===== config.mk =====
export PLATFORM = sky130hd
export DESIGN_NAME = pkt_latency_monitor
export DESIGN_NICKNAME = d
export VERILOG_FILES = /design/src/rtl/pkt_latency_monitor.sv
export SDC_FILE = /design/constraint.sdc
export NUM_CORES = 1
export LEC_CHECK = 0
export BUFFER_PORTS_ARGS = -buffer_cell sky130_fd_sc_hd__buf_2
export CAP_MARGIN = 20
export CORE_MARGIN = 4
export CORE_UTILIZATION = 56
export DETAILED_ROUTE_END_ITERATION = 8
export PLACE_DENSITY_LB_ADDON = 0.15
export SYNTH_ARGS = -nofsm -noshare
export SYNTH_HDL_FRONTEND = slang
export SYNTH_SLANG_ARGS = --single-unit

===== constraint.sdc =====
create_clock -name clk_i -period 8.42 [get_ports clk_i]
set_input_delay 0.421 -clock clk_i [delete_from_list [all_inputs] [get_ports clk_i]]
set_output_delay 0.421 -clock clk_i [all_outputs]
set_load 0.01 [all_outputs]

===== src/rtl/pkt_latency_monitor.sv =====
// Packet latency monitor: timestamps the first rx beat of each packet and pairs
// it with the next tx last beat, producing {rx, tx, delta} records in a FIFO.
module pkt_latency_monitor #(
  parameter int CNT_WIDTH  = 32,
  parameter int DEPTH      = 8,
  parameter int DROP_WIDTH = 16
) (
  input  logic                  clk_i,
  input  logic                  rst_ni,
  input  logic                  rx_tvalid_i,
  input  logic                  rx_tready_i,
  input  logic                  rx_tlast_i,
  input  logic                  tx_tvalid_i,
  input  logic                  tx_tready_i,
  input  logic                  tx_tlast_i,
  input  logic                  clear_i,
  output logic                  rec_valid_o,
  input  logic                  rec_ready_i,
  output logic [CNT_WIDTH-1:0]  rec_rx_ticks_o,
  output logic [CNT_WIDTH-1:0]  rec_tx_ticks_o,
  output logic [CNT_WIDTH-1:0]  rec_delta_o,
  output logic                  rec_orphan_o,
  output logic [CNT_WIDTH-1:0]  max_delta_o,
  output logic [DROP_WIDTH-1:0] rx_drop_cnt_o,
  output logic [DROP_WIDTH-1:0] rec_drop_cnt_o
);

  localparam int AW = $clog2(DEPTH);

  typedef logic [CNT_WIDTH-1:0]  cnt_t;
  typedef logic [AW:0]           ptr_t;
  typedef logic [DROP_WIDTH-1:0] drop_t;

  typedef struct packed {
    cnt_t rx;
    cnt_t tx;
    cnt_t delta;
    logic orphan;
  } rec_t;

  localparam cnt_t  CNT_ONE  = cnt_t'(1);
  localparam ptr_t  PTR_ONE  = ptr_t'(1);
  localparam drop_t DROP_ONE = drop_t'(1);

  cnt_t  r_tick;
  logic  r_first;
  cnt_t  r_stamp_mem [DEPTH];
  ptr_t  r_stamp_wr;
  ptr_t  r_stamp_rd;
  rec_t  r_rec_mem [DEPTH];
  ptr_t  r_rec_wr;
  ptr_t  r_rec_rd;
  cnt_t  r_max_delta;
  drop_t r_rx_drop;
  drop_t r_rec_drop;

  logic  w_rx_hs;
  logic  w_rx_first;
  logic  w_tx_done;
  logic  w_stamp_empty;
  logic  w_stamp_full;
  logic  w_stamp_pop;
  logic  w_stamp_push;
  logic  w_rx_drop;
  cnt_t  w_stamp_head;
  cnt_t  w_delta;
  rec_t  w_new_rec;
  logic  w_rec_empty;
  logic  w_rec_full;
  logic  w_rec_pop;
  logic  w_rec_push;
  logic  w_rec_drop;
  rec_t  w_rec_head;

  // Events are suppressed while clear_i is high so a flush discards them.
  assign w_rx_hs    = rx_tvalid_i & rx_tready_i;
  assign w_rx_first = w_rx_hs & r_first & ~clear_i;
  assign w_tx_done  = tx_tvalid_i & tx_tready_i & tx_tlast_i & ~clear_i;

  assign w_stamp_empty = (r_stamp_wr == r_stamp_rd);
  assign w_stamp_full  = (r_stamp_wr[AW] != r_stamp_rd[AW]) &&
                         (r_stamp_wr[AW-1:0] == r_stamp_rd[AW-1:0]);
  assign w_stamp_pop   = w_tx_done & ~w_stamp_empty;
  assign w_stamp_push  = w_rx_first & (~w_stamp_full | w_stamp_pop);
  assign w_rx_drop     = w_rx_first & w_stamp_full & ~w_stamp_pop;
  assign w_stamp_head  = r_stamp_mem[r_stamp_rd[AW-1:0]];
  assign w_delta       = r_tick - w_stamp_head;

  // NOTE: every field gets a default before the branch, so no latch is inferred.
  always_comb begin
    w_new_rec.rx     = '0;
    w_new_rec.tx     = r_tick;
    w_new_rec.delta  = '0;
    w_new_rec.orphan = 1'b1;
    if (w_stamp_pop) begin
      w_new_rec.rx     = w_stamp_head;
      w_new_rec.delta  = w_delta;
      w_new_rec.orphan = 1'b0;
    end
  end

  assign w_rec_empty = (r_rec_wr == r_rec_rd);
  assign w_rec_full  = (r_rec_wr[AW] != r_rec_rd[AW]) &&
                       (r_rec_wr[AW-1:0] == r_rec_rd[AW-1:0]);
  assign w_rec_pop   = ~w_rec_empty & rec_ready_i & ~clear_i;
  assign w_rec_push  = w_tx_done & (~w_rec_full | w_rec_pop);
  assign w_rec_drop  = w_tx_done & w_rec_full & ~w_rec_pop;
  assign w_rec_head  = r_rec_mem[r_rec_rd[AW-1:0]];

  // NOTE: sequential state uses non-blocking assignments so every register
  // samples pre-edge values, independent of process ordering.
  always_ff @(posedge clk_i or negedge rst_ni) begin
    if (!rst_ni) begin
      r_tick <= '0;
    end else begin
      r_tick <= r_tick + CNT_ONE;
    end
  end

  always_ff @(posedge clk_i or negedge rst_ni) begin
    if (!rst_ni) begin
      r_first <= 1'b1;
    end else if (clear_i) begin
      r_first <= 1'b1;
    end else if (w_rx_hs) begin
      r_first <= rx_tlast_i;
    end
  end

  always_ff @(posedge clk_i or negedge rst_ni) begin
    if (!rst_ni) begin
      r_stamp_wr <= '0;
      r_stamp_rd <= '0;
      r_rec_wr   <= '0;
      r_rec_rd   <= '0;
    end else if (clear_i) begin
      r_stamp_wr <= '0;
      r_stamp_rd <= '0;
      r_rec_wr   <= '0;
      r_rec_rd   <= '0;
    end else begin
      if (w_stamp_push) r_stamp_wr <= r_stamp_wr + PTR_ONE;
      if (w_stamp_pop)  r_stamp_rd <= r_stamp_rd + PTR_ONE;
      if (w_rec_push)   r_rec_wr   <= r_rec_wr + PTR_ONE;
      if (w_rec_pop)    r_rec_rd   <= r_rec_rd + PTR_ONE;
    end
  end

  // NOTE: storage arrays are not reset; the pointers alone define validity and
  // the outputs are masked while the record FIFO is empty.
  always_ff @(posedge clk_i) begin
    if (w_stamp_push) r_stamp_mem[r_stamp_wr[AW-1:0]] <= r_tick;
    if (w_rec_push)   r_rec_mem[r_rec_wr[AW-1:0]]     <= w_new_rec;
  end

  // Max tracks every paired record, including those lost at a full record FIFO.
  always_ff @(posedge clk_i or negedge rst_ni) begin
    if (!rst_ni) begin
      r_max_delta <= '0;
      r_rx_drop   <= '0;
      r_rec_drop  <= '0;
    end else if (clear_i) begin
      r_max_delta <= '0;
      r_rx_drop   <= '0;
      r_rec_drop  <= '0;
    end else begin
      if (w_stamp_pop && (w_delta > r_max_delta)) r_max_delta <= w_delta;
      if (w_rx_drop && (r_rx_drop != '1))         r_rx_drop   <= r_rx_drop + DROP_ONE;
      if (w_rec_drop && (r_rec_drop != '1))       r_rec_drop  <= r_rec_drop + DROP_ONE;
    end
  end

  assign rec_valid_o    = ~w_rec_empty;
  assign rec_rx_ticks_o = w_rec_empty ? '0 : w_rec_head.rx;
  assign rec_tx_ticks_o = w_rec_empty ? '0 : w_rec_head.tx;
  assign rec_delta_o    = w_rec_empty ? '0 : w_rec_head.delta;
  assign rec_orphan_o   = w_rec_empty ? 1'b0 : w_rec_head.orphan;
  assign max_delta_o    = r_max_delta;
  assign rx_drop_cnt_o  = r_rx_drop;
  assign rec_drop_cnt_o = r_rec_drop;

endmodule


==> impl_summary.txt <==
----------------------------------------------------
[Run status]
  Status ... complete, no violations

[Critical path]
  Signal arrival time at the worst endpoint ... 7.43 ns
  Launching element type of the critical path ... flip-flop
  Kind of end point of the critical path ... flip-flop
  Critical path start-end classification ... flip-flop to flip-flop
  Crit Path Max Fanout ... 25
  Required time of the worst setup path ... 8.94 ns

[Power and ir drop]
  Peak supply drop ... about 0.00019 V
  Power Total ... 11800 uW
  Total power density per cell area ... 221 mW/mm^2
  Leakage component of the power ... 0.0181 uW

[Flow run]
  Max Cap Viol ... 0

[Layout]
  Number of nets in the finished design ... 2868
  Final-layout fill cell count ... 5604
  Layout overhead on the synthesized area ... 13.1%
  Count of antenna diodes in the layout ... 0
  Final cell count without fillers ... a little under 4000
  Fraction of layout instances using a drive strength above 1 ... around a quarter
  Multi-input gate area ... 0.0125 sq mm
  Storage element area ... between 0.03 and 0.04 sq mm

[Drt]
  DRC violations left ... 0
  Per-cell via count in the routed design ... 6.18
  Number of nets with antenna violations after routing ... 0
  Routed wire per std cell ... approximately 27 microns
  DR iter-0 viols ... roughly 2100
  WL final ... 106000 microns
  Pre-Repair DR Iteration Count ... 6
  Vias post-DR ... between 20000 and 25000

[STA]
  Endpoints failing setup ... 0
  Unrepaired setup endpoints after global routing ... no
  Max-Slew Margin vs Limit ... 34.9%
  Hold Fails Final Rpt ... 0
  Post-route worst hold slack ... 0.0417 ns
  Post-route fraction of the period consumed by the critical path ... 82.1%
  Slew at the pin closest to its max-slew limit ... just under 1 ns
  Slew Viols, Final ... 0
  Clock Skew ... 0.0448 ns
  Fin Setup TNS ... 0 ns
  Highest Clock Rate ... 0.145 GHz
  Tmin final ... roughly 6.9 ns

[CTS]
  Clock Latency Late Sink ... 0.68 ns
  # Post-CTS Setup Buffers ... 0
  Clock transition at path regs ... 0.06 ns
  Maximum number of buffers from clock root to sink ... 3
  Clock Sink Count ... 1145
  Number of H-tree branching levels ... 3
  Cts bufs inserted ... 111
  Buffer cell driving the clock tree root ... sky130_fd_sc_hd__clkbuf_16
  TritonCTS clock tree ... done

[Logic synthesis]
  Yosys warning count ... 0
  Synth Net Count ... 2642
  Dominant cells by area after synthesis ... sky130_fd_sc_hd__edfxtp_1 66%, sky130_fd_sc_hd__mux4_2 12%, sky130_fd_sc_hd__dfrtp_1 6.0%
  Cell count after synthesis ... around 2600
  Number of enable flip-flop cells after synthesis ... 1032
  Primary flip-flop cell chosen by synthesis mapping ... sky130_fd_sc_hd__edfxtp_1
  Register bit count reported by yosys ... 1145
  Post-Syn Area ... 0.0470 sq mm
  Distinct cell type count after synthesis ... 64
  Top-area cell type share of the netlist area ... between 60 and 70%
  Share of async-settable or async-resettable flops after synthesis ... between 9 and 10%
  Proportion of synthesized chip area in sequential cells ... 72.0%
  Synthesized area per cell ... 18.3 sq um
  Cell type contributing the most total cell area after synthesis ... sky130_fd_sc_hd__edfxtp_1

[Global route]
  Vias in the first global route ... approximately 25000
  Total gr overflow ... 0
  Largest net degree at the start of global routing ... 89
  Number of antenna violations at the first check in global routing ... 0
  All-Layer GR Usage ... 23.9%
  Wire length of the first global-routing pass ... 160000 microns

[Placed design]
  Final weighted congestion in routability-driven placement ... approximately 0.92
  Count of input and output buffers ... 171
  Post-detail-place hpwl ... 63100 microns
  Post-placement cell count ... between 3000 and 4000

[Hold path]
  Worst min-delay path category ... primary input to flip-flop

[Floorplanning]
  Number of standard-cell rows in the floorplan ... 105
  I/O pin count ... 172
  Height of the die ... a little under 300 microns
  Full die area ... a little under 0.09 sq mm
  Initial core utilization ... a little under three fifths
  Die W ... 298 microns
  Total core area ... just over 0.08 sq mm

----------------------------------------------------
-- layout make-up --
cell class	count	share of cell area, %
Timing Repair Buffer	228	2.52
Multi-Input combinational cell	1220	23.5
Tap cell	1070	2.52
Clock buffer	150	5.86
Inverter	81	0.572
Clock inverter	58	1.30
Sequential cell	1145	63.7
-- synthesized netlist by cell type (3+ instances only) --
cell,number
sky130_fd_sc_hd__nand3_1,37
sky130_fd_sc_hd__o21a_1,6
sky130_fd_sc_hd__buf_1,18
sky130_fd_sc_hd__nor3_1,27
sky130_fd_sc_hd__xnor2_1,45
sky130_fd_sc_hd__a221oi_1,3
sky130_fd_sc_hd__nor4_1,5
sky130_fd_sc_hd__dfrtp_1,112
sky130_fd_sc_hd__nor2_1,237
sky130_fd_sc_hd__and3_1,16
sky130_fd_sc_hd__nand2b_1,13
sky130_fd_sc_hd__mux4_2,258
sky130_fd_sc_hd__and2_1,5
sky130_fd_sc_hd__o21ai_0,24
sky130_fd_sc_hd__and4_1,7
sky130_fd_sc_hd__buf_2,21
sky130_fd_sc_hd__nor3b_1,3
sky130_fd_sc_hd__buf_4,6
sky130_fd_sc_hd__nor2b_1,4
sky130_fd_sc_hd__clkbuf_1,68
sky130_fd_sc_hd__a31oi_1,6
sky130_fd_sc_hd__ha_1,70
sky130_fd_sc_hd__nand4_1,19
sky130_fd_sc_hd__a21o_1,18
sky130_fd_sc_hd__o21bai_1,4
sky130_fd_sc_hd__nand2_1,100
sky130_fd_sc_hd__mux2i_1,167
sky130_fd_sc_hd__a21oi_1,48
sky130_fd_sc_hd__or3_1,4
sky130_fd_sc_hd__o211ai_1,6
sky130_fd_sc_hd__xor2_1,51
sky130_fd_sc_hd__edfxtp_1,1032
sky130_fd_sc_hd__inv_1,80
-- sequential cells by signal, indices dropped and copies added (netlist names) --
signal          cells
r_tick             32
r_rec_mem         776
rx_drop_cnt_o      16
rec_drop_cnt_o     16
max_delta_o        32
r_first             1
r_rec_wr            4
r_stamp_mem       256
r_rec_rd            4
r_stamp_wr          4
r_stamp_rd          4
-- power by group --
part | switching, uW | internal (uW) | total [uW]
combinational | 292 | 236 | 528
clock | 2070 | 3020 | 5090
sequential | 16.8 | 6130 | 6150
-- repair_timing --
item | CTS | global route
hold buffers | 1 | 0
hold endpoints to repair | 39 | 0
gates resized for setup | 0 | 0
-- per-layer routing --
metal  GRT usage, %  up-vias  part of all wire (%)
met4           6.17        0                   2.5
met2           39.8      792                    50
met1           34.0    13000                    42
met5              0        -                     0
li1               -    10500                     -
met3           3.42      161                   5.8
-- path summary, 6_finish.rpt --
kind	from	endpoint	slack, ns	depth (start not counted)
setup reg to reg	r_stamp_rd[0]	max_delta_o[22]	1.51	20
hold / removal	rx_tlast_i	r_first	0.04	3
min in group asynchronous	rst_ni	r_tick[14]	0.25	2
max in group asynchronous	rst_ni	r_rec_rd[2]	7.10	4
hold reg to reg	r_first	r_first	0.48	2
setup / recovery	r_stamp_rd[0]	max_delta_o[22]	1.51	20
-- logic make-up after synthesis --
family,count (synthesis),share of synthesized area [%]
flops,1145,72.0
buf+inv,196,1.70
mux,427,16.0
fa+ha+maj,71,1.91
compound gates,137,1.91
xor+xnor,98,1.86
simple gates,487,4.66
-- worst max-delay path, stage by stage, from the launching register on --
cell and delay, ns:
sky130_fd_sc_hd__dfrtp_4 0.72, sky130_fd_sc_hd__buf_4 0.42, sky130_fd_sc_hd__mux4_2 0.56, sky130_fd_sc_hd__mux2i_1 0.43, sky130_fd_sc_hd__ha_1 0.43, sky130_fd_sc_hd__and3_1 0.31
sky130_fd_sc_hd__a221oi_1 0.46, sky130_fd_sc_hd__nor2b_1 0.12, sky130_fd_sc_hd__a31oi_1 0.22, sky130_fd_sc_hd__o211ai_1 0.14, sky130_fd_sc_hd__a21oi_1 0.19, sky130_fd_sc_hd__xor2_1 0.25
sky130_fd_sc_hd__inv_1 0.08, sky130_fd_sc_hd__ha_1 0.30, sky130_fd_sc_hd__nand4_1 0.15, sky130_fd_sc_hd__nor3_1 0.35, sky130_fd_sc_hd__nand2_1 0.12, sky130_fd_sc_hd__a2111o_1 0.34
sky130_fd_sc_hd__a211oi_4 0.51, sky130_fd_sc_hd__buf_4 0.27, sky130_fd_sc_hd__mux2_2 0.35
-- metrics by stage --
step	cell area [sq um]	worst slack, ns	utilization (%)
final	53100	1.51	64.3
after global routing	53100	1.07	64.3
after CTS	53100	1.60	64.2
after detailed placement	49300	1.66	59.6
after global placement	49300	1.63	59.6
after floorplan	47000	0.00652	-
-- cells in the final DEF, fill, tap and decap left out, types with 51 or more instances in the layout --
cell type and count:
sky130_fd_sc_hd__nor2_1 224, sky130_fd_sc_hd__nand2_1 100, sky130_fd_sc_hd__mux2i_1 167, sky130_fd_sc_hd__edfxtp_1 1032, sky130_fd_sc_hd__buf_2 170, sky130_fd_sc_hd__buf_4 53
sky130_fd_sc_hd__mux4_2 258, sky130_fd_sc_hd__inv_1 80, sky130_fd_sc_hd__xor2_1 51, sky130_fd_sc_hd__clkbuf_16 116, sky130_fd_sc_hd__ha_1 70, sky130_fd_sc_hd__dfrtp_1 106
Note: power is estimated with default switching activity, not from simulation.
